[src/rtl/mvm_noc_pkg.sv]
// Shared constants for the two-MVM NoC cluster: default lane geometry,
// signed saturation bounds per lane width, and the width of one buffered
// AXI-Stream beat {tlast, tuser, tdata}.
package mvm_noc_pkg;

  localparam int DEF_DATAW      = 32;
  localparam int DEF_OPRECISION = 8;
  localparam int DEF_LANES      = 4;
  localparam int DEF_DESTW      = 6;
  localparam int DEF_USERW      = 32;
  localparam int DEF_FIFOD      = 16;
  localparam int DEF_FIFOAW     = 4;

  // Largest value representable in a signed lane of 'prec' bits.
  function automatic int sat_max(input int prec);
    return (1 << (prec - 1)) - 1;
  endfunction

  // Smallest value representable in a signed lane of 'prec' bits.
  function automatic int sat_min(input int prec);
    return -(1 << (prec - 1));
  endfunction

  // One FIFO entry holds tdata, tuser and tlast.
  function automatic int entry_w(input int dataw, input int userw);
    return dataw + userw + 1;
  endfunction

endpackage

[src/rtl/axis_sync_fifo.sv]
// Single-clock FIFO holding one AXI-Stream beat per entry.
// Ports: clk/rst_n (sync, active-low), push/push_dat in, pop in,
//        full/empty status, head_dat = oldest entry (valid when !empty).
// A write becomes visible at head_dat the cycle after the push.
module axis_sync_fifo #(
  parameter int WIDTH = 8,
  parameter int DEPTH = 16,
  parameter int AW    = 4
) (
  input  logic             clk,
  input  logic             rst_n,
  input  logic             push,
  input  logic [WIDTH-1:0] push_dat,
  input  logic             pop,
  output logic             full,
  output logic             empty,
  output logic [WIDTH-1:0] head_dat
);

  logic [WIDTH-1:0] mem_q [DEPTH];
  logic [AW-1:0]    wr_ptr_q, wr_ptr_d;
  logic [AW-1:0]    rd_ptr_q, rd_ptr_d;
  logic [AW:0]      count_q, count_d;
  logic             do_push, do_pop;

  assign full     = (count_q == (AW+1)'(DEPTH));
  assign empty    = (count_q == '0);
  assign head_dat = mem_q[rd_ptr_q];

  // A push into a full FIFO is still safe when the head leaves in the same cycle.
  assign do_pop  = pop && !empty;
  assign do_push = push && (!full || do_pop);

  always_comb begin
    wr_ptr_d = wr_ptr_q;
    rd_ptr_d = rd_ptr_q;
    count_d  = count_q;
    if (do_push) wr_ptr_d = wr_ptr_q + 1'b1;   // wraps modulo DEPTH
    if (do_pop)  rd_ptr_d = rd_ptr_q + 1'b1;
    case ({do_push, do_pop})
      2'b10:   count_d = count_q + 1'b1;
      2'b01:   count_d = count_q - 1'b1;
      default: count_d = count_q;
    endcase
  end

  always_ff @(posedge clk) begin
    if (!rst_n) begin
      wr_ptr_q <= '0;
      rd_ptr_q <= '0;
      count_q  <= '0;
    end else begin
      wr_ptr_q <= wr_ptr_d;
      rd_ptr_q <= rd_ptr_d;
      count_q  <= count_d;
    end
  end

  // Storage needs no reset: the occupancy counter defines what is valid.
  always_ff @(posedge clk) begin
    if (do_push) mem_q[wr_ptr_q] <= push_dat;
  end

endmodule

[src/rtl/mvm_psum_reducer.sv]
// Joins beat k of partial-sum stream A with beat k of stream B and adds them
// lane-by-lane (signed, saturating or wrapping) onto one AXI-Stream master.
// Ports: CLK/RST_N (sync, active-low); A_*, B_* slave streams; M_* master
//        stream; PKT_CNT counts accepted tlast beats; TLAST_ERR is sticky.
module mvm_psum_reducer
  import mvm_noc_pkg::*;
#(
  parameter int DATAW      = DEF_DATAW,
  parameter int OPRECISION = DEF_OPRECISION,
  parameter int LANES      = DEF_LANES,
  parameter int DESTW      = DEF_DESTW,
  parameter int USERW      = DEF_USERW,
  parameter int FIFOD      = DEF_FIFOD,
  parameter int FIFOAW     = DEF_FIFOAW,
  parameter int SATURATE   = 1,
  parameter int OUT_DEST   = 0
) (
  input  logic             CLK,
  input  logic             RST_N,
  input  logic             A_TVALID,
  output logic             A_TREADY,
  input  logic [DATAW-1:0] A_TDATA,
  input  logic             A_TLAST,
  input  logic [USERW-1:0] A_TUSER,
  input  logic             B_TVALID,
  output logic             B_TREADY,
  input  logic [DATAW-1:0] B_TDATA,
  input  logic             B_TLAST,
  input  logic [USERW-1:0] B_TUSER,
  output logic             M_TVALID,
  input  logic             M_TREADY,
  output logic [DATAW-1:0] M_TDATA,
  output logic             M_TLAST,
  output logic [USERW-1:0] M_TUSER,
  output logic [DESTW-1:0] M_TDEST,
  output logic [15:0]      PKT_CNT,
  output logic             TLAST_ERR
);

  localparam int ENTW = entry_w(DATAW, USERW);
  localparam logic signed [OPRECISION:0] LANE_MAX = (OPRECISION+1)'(sat_max(OPRECISION));
  localparam logic signed [OPRECISION:0] LANE_MIN = (OPRECISION+1)'(sat_min(OPRECISION));

  logic            rdy_en_q, rdy_en_d;
  logic            a_full, a_empty, b_full, b_empty;
  logic [ENTW-1:0] a_head, b_head;
  logic            a_push, b_push, fire;

  logic [DATAW-1:0] a_dat, b_dat, sum_dat;
  logic [USERW-1:0] a_user, b_user;
  logic             a_last, b_last;

  logic             m_vld_q, m_vld_d;
  logic [DATAW-1:0] m_dat_q, m_dat_d;
  logic [USERW-1:0] m_user_q, m_user_d;
  logic             m_last_q, m_last_d;
  logic [15:0]      pkt_cnt_q, pkt_cnt_d;
  logic             err_q, err_d;

  logic signed [OPRECISION:0] lane_a, lane_b, lane_s;
  logic [OPRECISION-1:0]      lane_o;

  // Ready is held low through reset and for the reset cycle itself.
  assign A_TREADY = rdy_en_q && RST_N && !a_full;
  assign B_TREADY = rdy_en_q && RST_N && !b_full;
  assign a_push   = A_TVALID && A_TREADY;
  assign b_push   = B_TVALID && B_TREADY;

  axis_sync_fifo #(.WIDTH(ENTW), .DEPTH(FIFOD), .AW(FIFOAW)) u_fifo_a (
    .clk(CLK), .rst_n(RST_N), .push(a_push), .push_dat({A_TLAST, A_TUSER, A_TDATA}),
    .pop(fire), .full(a_full), .empty(a_empty), .head_dat(a_head)
  );

  axis_sync_fifo #(.WIDTH(ENTW), .DEPTH(FIFOD), .AW(FIFOAW)) u_fifo_b (
    .clk(CLK), .rst_n(RST_N), .push(b_push), .push_dat({B_TLAST, B_TUSER, B_TDATA}),
    .pop(fire), .full(b_full), .empty(b_empty), .head_dat(b_head)
  );

  assign a_dat  = a_head[DATAW-1:0];
  assign a_user = a_head[DATAW +: USERW];
  assign a_last = a_head[ENTW-1];
  assign b_dat  = b_head[DATAW-1:0];
  assign b_user = b_head[DATAW +: USERW];
  assign b_last = b_head[ENTW-1];

  // Both heads leave together, and only when the output slot is free or draining.
  assign fire = !a_empty && !b_empty && (!m_vld_q || M_TREADY);

  // Lane adders: one extra bit of headroom makes overflow detection a simple compare.
  always_comb begin
    sum_dat = '0;
    lane_a  = '0;
    lane_b  = '0;
    lane_s  = '0;
    lane_o  = '0;
    for (int i = 0; i < LANES; i++) begin
      lane_a = {a_dat[i*OPRECISION + OPRECISION-1], a_dat[i*OPRECISION +: OPRECISION]};
      lane_b = {b_dat[i*OPRECISION + OPRECISION-1], b_dat[i*OPRECISION +: OPRECISION]};
      lane_s = lane_a + lane_b;
      if (SATURATE != 0 && lane_s > LANE_MAX)      lane_o = LANE_MAX[OPRECISION-1:0];
      else if (SATURATE != 0 && lane_s < LANE_MIN) lane_o = LANE_MIN[OPRECISION-1:0];
      else                                         lane_o = lane_s[OPRECISION-1:0];
      sum_dat[i*OPRECISION +: OPRECISION] = lane_o;
    end
  end

  always_comb begin
    rdy_en_d  = 1'b1;
    m_vld_d   = m_vld_q;
    m_dat_d   = m_dat_q;
    m_user_d  = m_user_q;
    m_last_d  = m_last_q;
    pkt_cnt_d = pkt_cnt_q;
    err_d     = err_q;
    if (fire) begin
      m_vld_d  = 1'b1;
      m_dat_d  = sum_dat;
      m_user_d = a_user + b_user;
      m_last_d = a_last;
      if (a_last != b_last) err_d = 1'b1;
    end else if (M_TREADY) begin
      m_vld_d = 1'b0;
    end
    if (m_vld_q && M_TREADY && m_last_q) pkt_cnt_d = pkt_cnt_q + 16'd1;
  end

  always_ff @(posedge CLK) begin
    if (!RST_N) begin
      rdy_en_q  <= 1'b0;
      m_vld_q   <= 1'b0;
      m_dat_q   <= '0;
      m_user_q  <= '0;
      m_last_q  <= 1'b0;
      pkt_cnt_q <= '0;
      err_q     <= 1'b0;
    end else begin
      rdy_en_q  <= rdy_en_d;
      m_vld_q   <= m_vld_d;
      m_dat_q   <= m_dat_d;
      m_user_q  <= m_user_d;
      m_last_q  <= m_last_d;
      pkt_cnt_q <= pkt_cnt_d;
      err_q     <= err_d;
    end
  end

  assign M_TVALID  = m_vld_q;
  assign M_TDATA   = m_dat_q;
  assign M_TUSER   = m_user_q;
  assign M_TLAST   = m_last_q;
  assign M_TDEST   = DESTW'(OUT_DEST);
  assign PKT_CNT   = pkt_cnt_q;
  assign TLAST_ERR = err_q;

endmodule

[config.mk]
export PLATFORM = sky130hd
export DESIGN_NAME = mvm_psum_reducer
export DESIGN_NICKNAME = d
export VERILOG_FILES = /design/src/rtl/mvm_noc_pkg.sv /design/src/rtl/axis_sync_fifo.sv /design/src/rtl/mvm_psum_reducer.sv
export SDC_FILE = /design/constraint.sdc
export NUM_CORES = 2
export LEC_CHECK = 0
export BUFFER_PORTS_ARGS = -buffer_cell sky130_fd_sc_hd__buf_4
export CAP_MARGIN = 15
export CORE_UTILIZATION = 65
export DETAILED_ROUTE_END_ITERATION = 12
export PLACE_DENSITY_LB_ADDON = 0.12
export SYNTH_ARGS = -nofsm -noshare
export SYNTH_HDL_FRONTEND = slang
export SYNTH_SLANG_ARGS = --single-unit
[constraint.sdc]
create_clock -name CLK -period 11.2 [get_ports CLK]
set_clock_uncertainty 0.15 [all_clocks]
set_input_delay 2.24 -clock CLK [delete_from_list [all_inputs] [get_ports CLK]]
set_output_delay 2.24 -clock CLK [all_outputs]
set_load 0.005 [all_outputs]
Word-level counts from Yosys, hierarchy flattened:

Memories as Yosys holds them, arrays and structs flattened. A register that Yosys moved wholly into a read port is not among the register bits.
Index checks and enable logic that the tools add are counted.

* $add $sub $neg: 14
* multiply operators: 0
* divide/modulo/power cells: 0
* order comparisons: 8
* equality and inequality tests: 7
* shifts and indexed selects: 0
* multiplexer cells: 21
* bitwise operators: 0
* reductions and logical operators: 27

Operator list (count)
* two-way mux 8 bit: 8
* adder 8 x 8 -> 9 bit: 4
* greater-than comparator 9 x 8 -> 1 bit (second input constant): 4
* < comparator 9 x 8 -> 1 bit (second input constant): 4
* adder 32 bit: 1
* one-hot mux 5 bit (2 select lines): 2
* adder 16 x 1 -> 16 bit (second input constant): 1
* adder 4 x 1 -> 4 bit (second input constant): 4
* two-way mux 4 bit: 4
* logical AND 1 bit: 13
* adder 5 x 1 -> 5 bit (second input constant): 2
* equality test 5 bit (second input constant): 2
* zero test 5 bit: 2
* subtractor 5 x 1 -> 5 bit (second input constant): 2
* two-way mux 1 bit: 7
* nonzero test 2 bit: 3
* zero test 1 bit: 5
* equality test 2 x 1 -> 1 bit (second input constant): 2
* equality test 2 bit (second input constant): 2
* logical OR 1 bit: 3
* AND reduction 2 bit: 1
* inequality test 1 bit: 1

* bits in registers: 110
* latch bits: 0
* RAM bits: 2080
* ROM bits: 0
* input bits: 135
* output and inout bits: 91
* word-level logic and storage cells: 92
* memories: 2

Memories
* u_fifo_a.mem_q: depth 16, width 65, read ports 1, clocked after Yosys merged registers in 1, write ports 1, line axis_sync_fifo.sv:20 `logic [WIDTH-1:0] mem_q [DEPTH];`
* u_fifo_b.mem_q: depth 16, width 65, read ports 1, clocked after Yosys merged registers in 1, write ports 1, line axis_sync_fifo.sv:20

Longest topological paths before layout:

* word-level depth: 9
* depth in mapped cells: 17

Cells and area by module:

From an unflattened synthesis, not the netlist that was laid out.

* cell total of the unflattened synthesis: 4198
* area, all modules: 85976.2 sq um

By module, submodules not included
* axis_sync_fifo (u_fifo_b): instances 1, cells each 1716, area each 39825.7 sq um, seq. area each 31570.3 sq um
* axis_sync_fifo (u_fifo_a): instances 1, cells each 1710, area each 39804.4 sq um, seq. area each 31570.3 sq um
* mvm_psum_reducer: instances 1, cells each 772, area each 6346.1 sq um, seq. area each 1681.6 sq um

Worst setup path before layout:

No wires, ideal clock.

* path type: input -> register
* start: in RST_N
* end: mem u_fifo_a.mem_q[3][0] (netlist bit), enable pin
* setup time: 0.568 ns
* data arrival time: 7.432 ns
* required time: 10.482 ns
* setup slack: 3.050 ns
* stages on the path: 6
* path buffers: 1
* cell sequence: nand2_1 -> nor2_1 -> and2_1 -> clkbuf_1 -> nand2_1 -> nor3_1

* word-level cells in the longest chain between the ends: 6

RTL lines
* from (decl): line mvm_psum_reducer.sv:19 `input logic RST_N,`
* logical AND 1 bit (2 in series): line mvm_psum_reducer.sv:64 `assign A_TREADY = rdy_en_q && RST_N && !a_full;`
* net A_TREADY: line mvm_psum_reducer.sv:21 `output logic A_TREADY,`
* logical AND 1 bit: line mvm_psum_reducer.sv:66 `assign a_push = A_TVALID && A_TREADY;`
* logical AND 1 bit: line axis_sync_fifo.sv:32 `assign do_push = push && (!full || do_pop);`
* two-way mux 1 bit: line axis_sync_fifo.sv:61 `if (do_push) mem_q[wr_ptr_q] <= push_dat;`
* two-way mux 1 bit (implied by the code): line axis_sync_fifo.sv:61
* to (decl): line axis_sync_fifo.sv:20

The timed path passes the listed nets, and every way through them passes these cells.

==> run metrics <==
fin crit period 5.92 ns; critical path arrival 6.44 ns; Post-synth EDFFs 2080; Die W 366 um; Mean Syn Cell Area 22.2 sq um; IO Pins 226; ys flop type edfxtp_1; status complete, no violations; normalized max-slew margin 18.0%; Worst Path Max Fanout 50; largest net degree at the start of global routing 120; critical path type flip-flop to flip-flop; gpl congestion 0.907; post-CTS sizing 0; multiplexer share of the synthesized area 17.1%; CTS Root Cell clkbuf_16; peak supply drop 0.154 mV; first-pass GRT wire length 280000 um; Post-DP Area 89700 sq um; initial drt markers 4668; Detail Placement HPWL 106000 um; commonest non-fill, non-tap cell in the layout edfxtp_1; leading area contributor after synthesis edfxtp_1; Die ar. 134000 sq um; TritonCTS Sinks 2198; Fin. Hold Viols 0; critical path capture point type flip-flop; CTS tree built; Port Buf Inserts 219; final setup margin 5.28 ns; Post-CTS Setup Inserts 0; Unique masters post-synth 70; vias per cell 6.71; FMAX 169 MHz; largest family of logic cells by synthesized area multiplexers; initial cell density of the core 65.5%; synth-to-layout area growth 12.1%; WL/cell 31.9 um; Ys Warns 0; compound-cell area share of the yosys netlist 2.06%; HP Class flip-flop to flip-flop; clk_lat worst skew 0.84 ns; Die H 366 um; Routed WL 195000 um; commonest non-fill, non-tap cells in the layout edfxtp_1, mux4_2, buf_4; Place WS 5.25 ns; DRC 0; Post-Synth Adder-Cell Area 1.47%; Final Cycle Share 52.9%; vias post-DR 41008; top post-synthesis cells by area edfxtp_1, mux4_2, dfxtp_1; startpoint types flip-flop; Synth Register Bits 2198; Required @ worst endpoint 11.71 ns; DR pass1 iterations 8; antenna viol nets, final 0; Syn Std Cell Area 85900 sq um; simple-gate share of the synthesized area 1.94%; unrepaired setup endpoints after global routing false; CTS H-tree depth 4; Least-Margin Pin Slew 1.23 ns; vias in the first global route 40809; row cnt 133; power per cell area 172 nW/um^2; asr flop ratio synth 0%; Final Max Slew Viols 0; hold buffers post-CTS 0; antenna violations before repair 12; core area 131000 sq um; total track usage 29.9%; Layout Nets 4399; xor/xnor share of the synthesized area 0.836%; layout cell share with drive strength beyond 1 29.7%; CTS max path bufs 3; Leak Pwr 30.0 nW; Gate Count Post-Synth 3873; post-route cell area 96400 sq um; max cap viols 0; top-area cell type share of the netlist area 72.7%; worst hold slack 0.322 ns; post-synthesis sequential area ratio 75.4%; CTS buffer count 209; Sum Neg Setup Slack 0 ns; total gr overflow 0; setup violators final 0; clk slew on worst S/H paths 0.06 ns
-- power breakdown --
| part | total [W] | switching, W | internal [W] |
|---|---|---|---|
| clock network | 0.00686 | 0.00296 | 0.00390 |
| registers | 0.00903 | 0.0000210 | 0.00901 |
| logic | 0.000646 | 0.000382 | 0.000264 |
-- layer usage --
| metal | wire [um] | track usage, % | vias up |
|---|---|---|---|
| met5 | 64 | 0 | - |
| met4 | 6440 | 11.2 | 10 |
| met3 | 15900 | 5.61 | 282 |
| met2 | 94500 | 46.1 | 2008 |
| met1 | 77800 | 43.4 | 21785 |
| li1 | - | - | 16923 |
-- layout make-up --
type	instances	area, sq um
Sequential cell	2198	64900
Multi-Input combinational cell	1448	20300
Antenna cell	8	20.0
Clock inverter	106	1010
Timing Repair Buffer	288	2210
Tap cell	1755	2200
Inverter	30	114
Fill cell	7276	34900
Clock buffer	275	5600
-- metrics by stage --
stage,cells,utilization (%),power (W)
after floorplan,3878,-,0.00959
after global placement,5719,68.3,0.00983
after detailed placement,5719,68.3,0.00985
after CTS,6100,73.4,0.0166
after global routing,6106,73.4,0.0170
final,6108,73.4,0.0165
-- Yosys cell counts (all sizes together), types with 8 or more instances --
master	n
edfxtp	2080
mux4	650
dfxtp	118
nor2	111
clkbuf	106
buf	96
nand2	96
a21oi	94
ha	82
xor2	50
o21ai	39
a21o	32
xnor2	32
inv	30
nand4	22
nor3	20
a211oi	19
and3	15
nor2b	15
nand2b	14
nand3	12
o21a	11
maj3	9
or3	9
a31oi	8
a41oi	8
nor4	8
nor4b	8
-- sequential cells by signal, summed over array words and instances, names as in the netlist, 4 cells and up, named ones only --
name / flops
M_TDATA: 32
M_TUSER: 32
PKT_CNT: 16
u_fifo_a.count_q: 5
u_fifo_a.mem_q: 1040
u_fifo_a.rd_ptr_q: 4
u_fifo_a.wr_ptr_q: 4
u_fifo_b.count_q: 5
u_fifo_b.mem_q: 1040
u_fifo_b.rd_ptr_q: 4
u_fifo_b.wr_ptr_q: 4
-- cells by family after synthesis --
group	Yosys count
adder cells (fa/ha/maj)	98
multiplexers	654
other	1
AO/OA/AOI/OAI	261
XOR/XNOR	82
buffers and inverters	232
flip-flops	2198
AND/OR/NAND/NOR	347
-- worst paths after layout --
check,cells after the start,to,start,slack (ns)
setup / recovery,13,M_TUSER[27]$_SDFFE_PN0P_,flip-flop,5.28
hold / removal,2,M_TUSER[2]$_SDFFE_PN0P_,M_TUSER[2]$_SDFFE_PN0P_,0.32
hold reg to reg,2,M_TUSER[2]$_SDFFE_PN0P_,M_TUSER[2]$_SDFFE_PN0P_,0.32
setup reg to reg,13,M_TUSER[27]$_SDFFE_PN0P_,flip-flop,5.28
-- critical path, cell delays in order, from the launching register on --
cell,delay [ns]
dfxtp_4,0.47
buf_4,0.82
buf_4,0.78
mux4_2,0.61
mux4_2,0.53
ha_1,0.30
a21o_1,0.14
nand4_2,0.18
a2111oi_4,0.50
nor2_1,0.16
o41ai_2,0.49
a21boi_1,0.23
mux2i_1,0.22
o22ai_1,0.10
No activity file was read; power rests on OpenSTA's default activity.
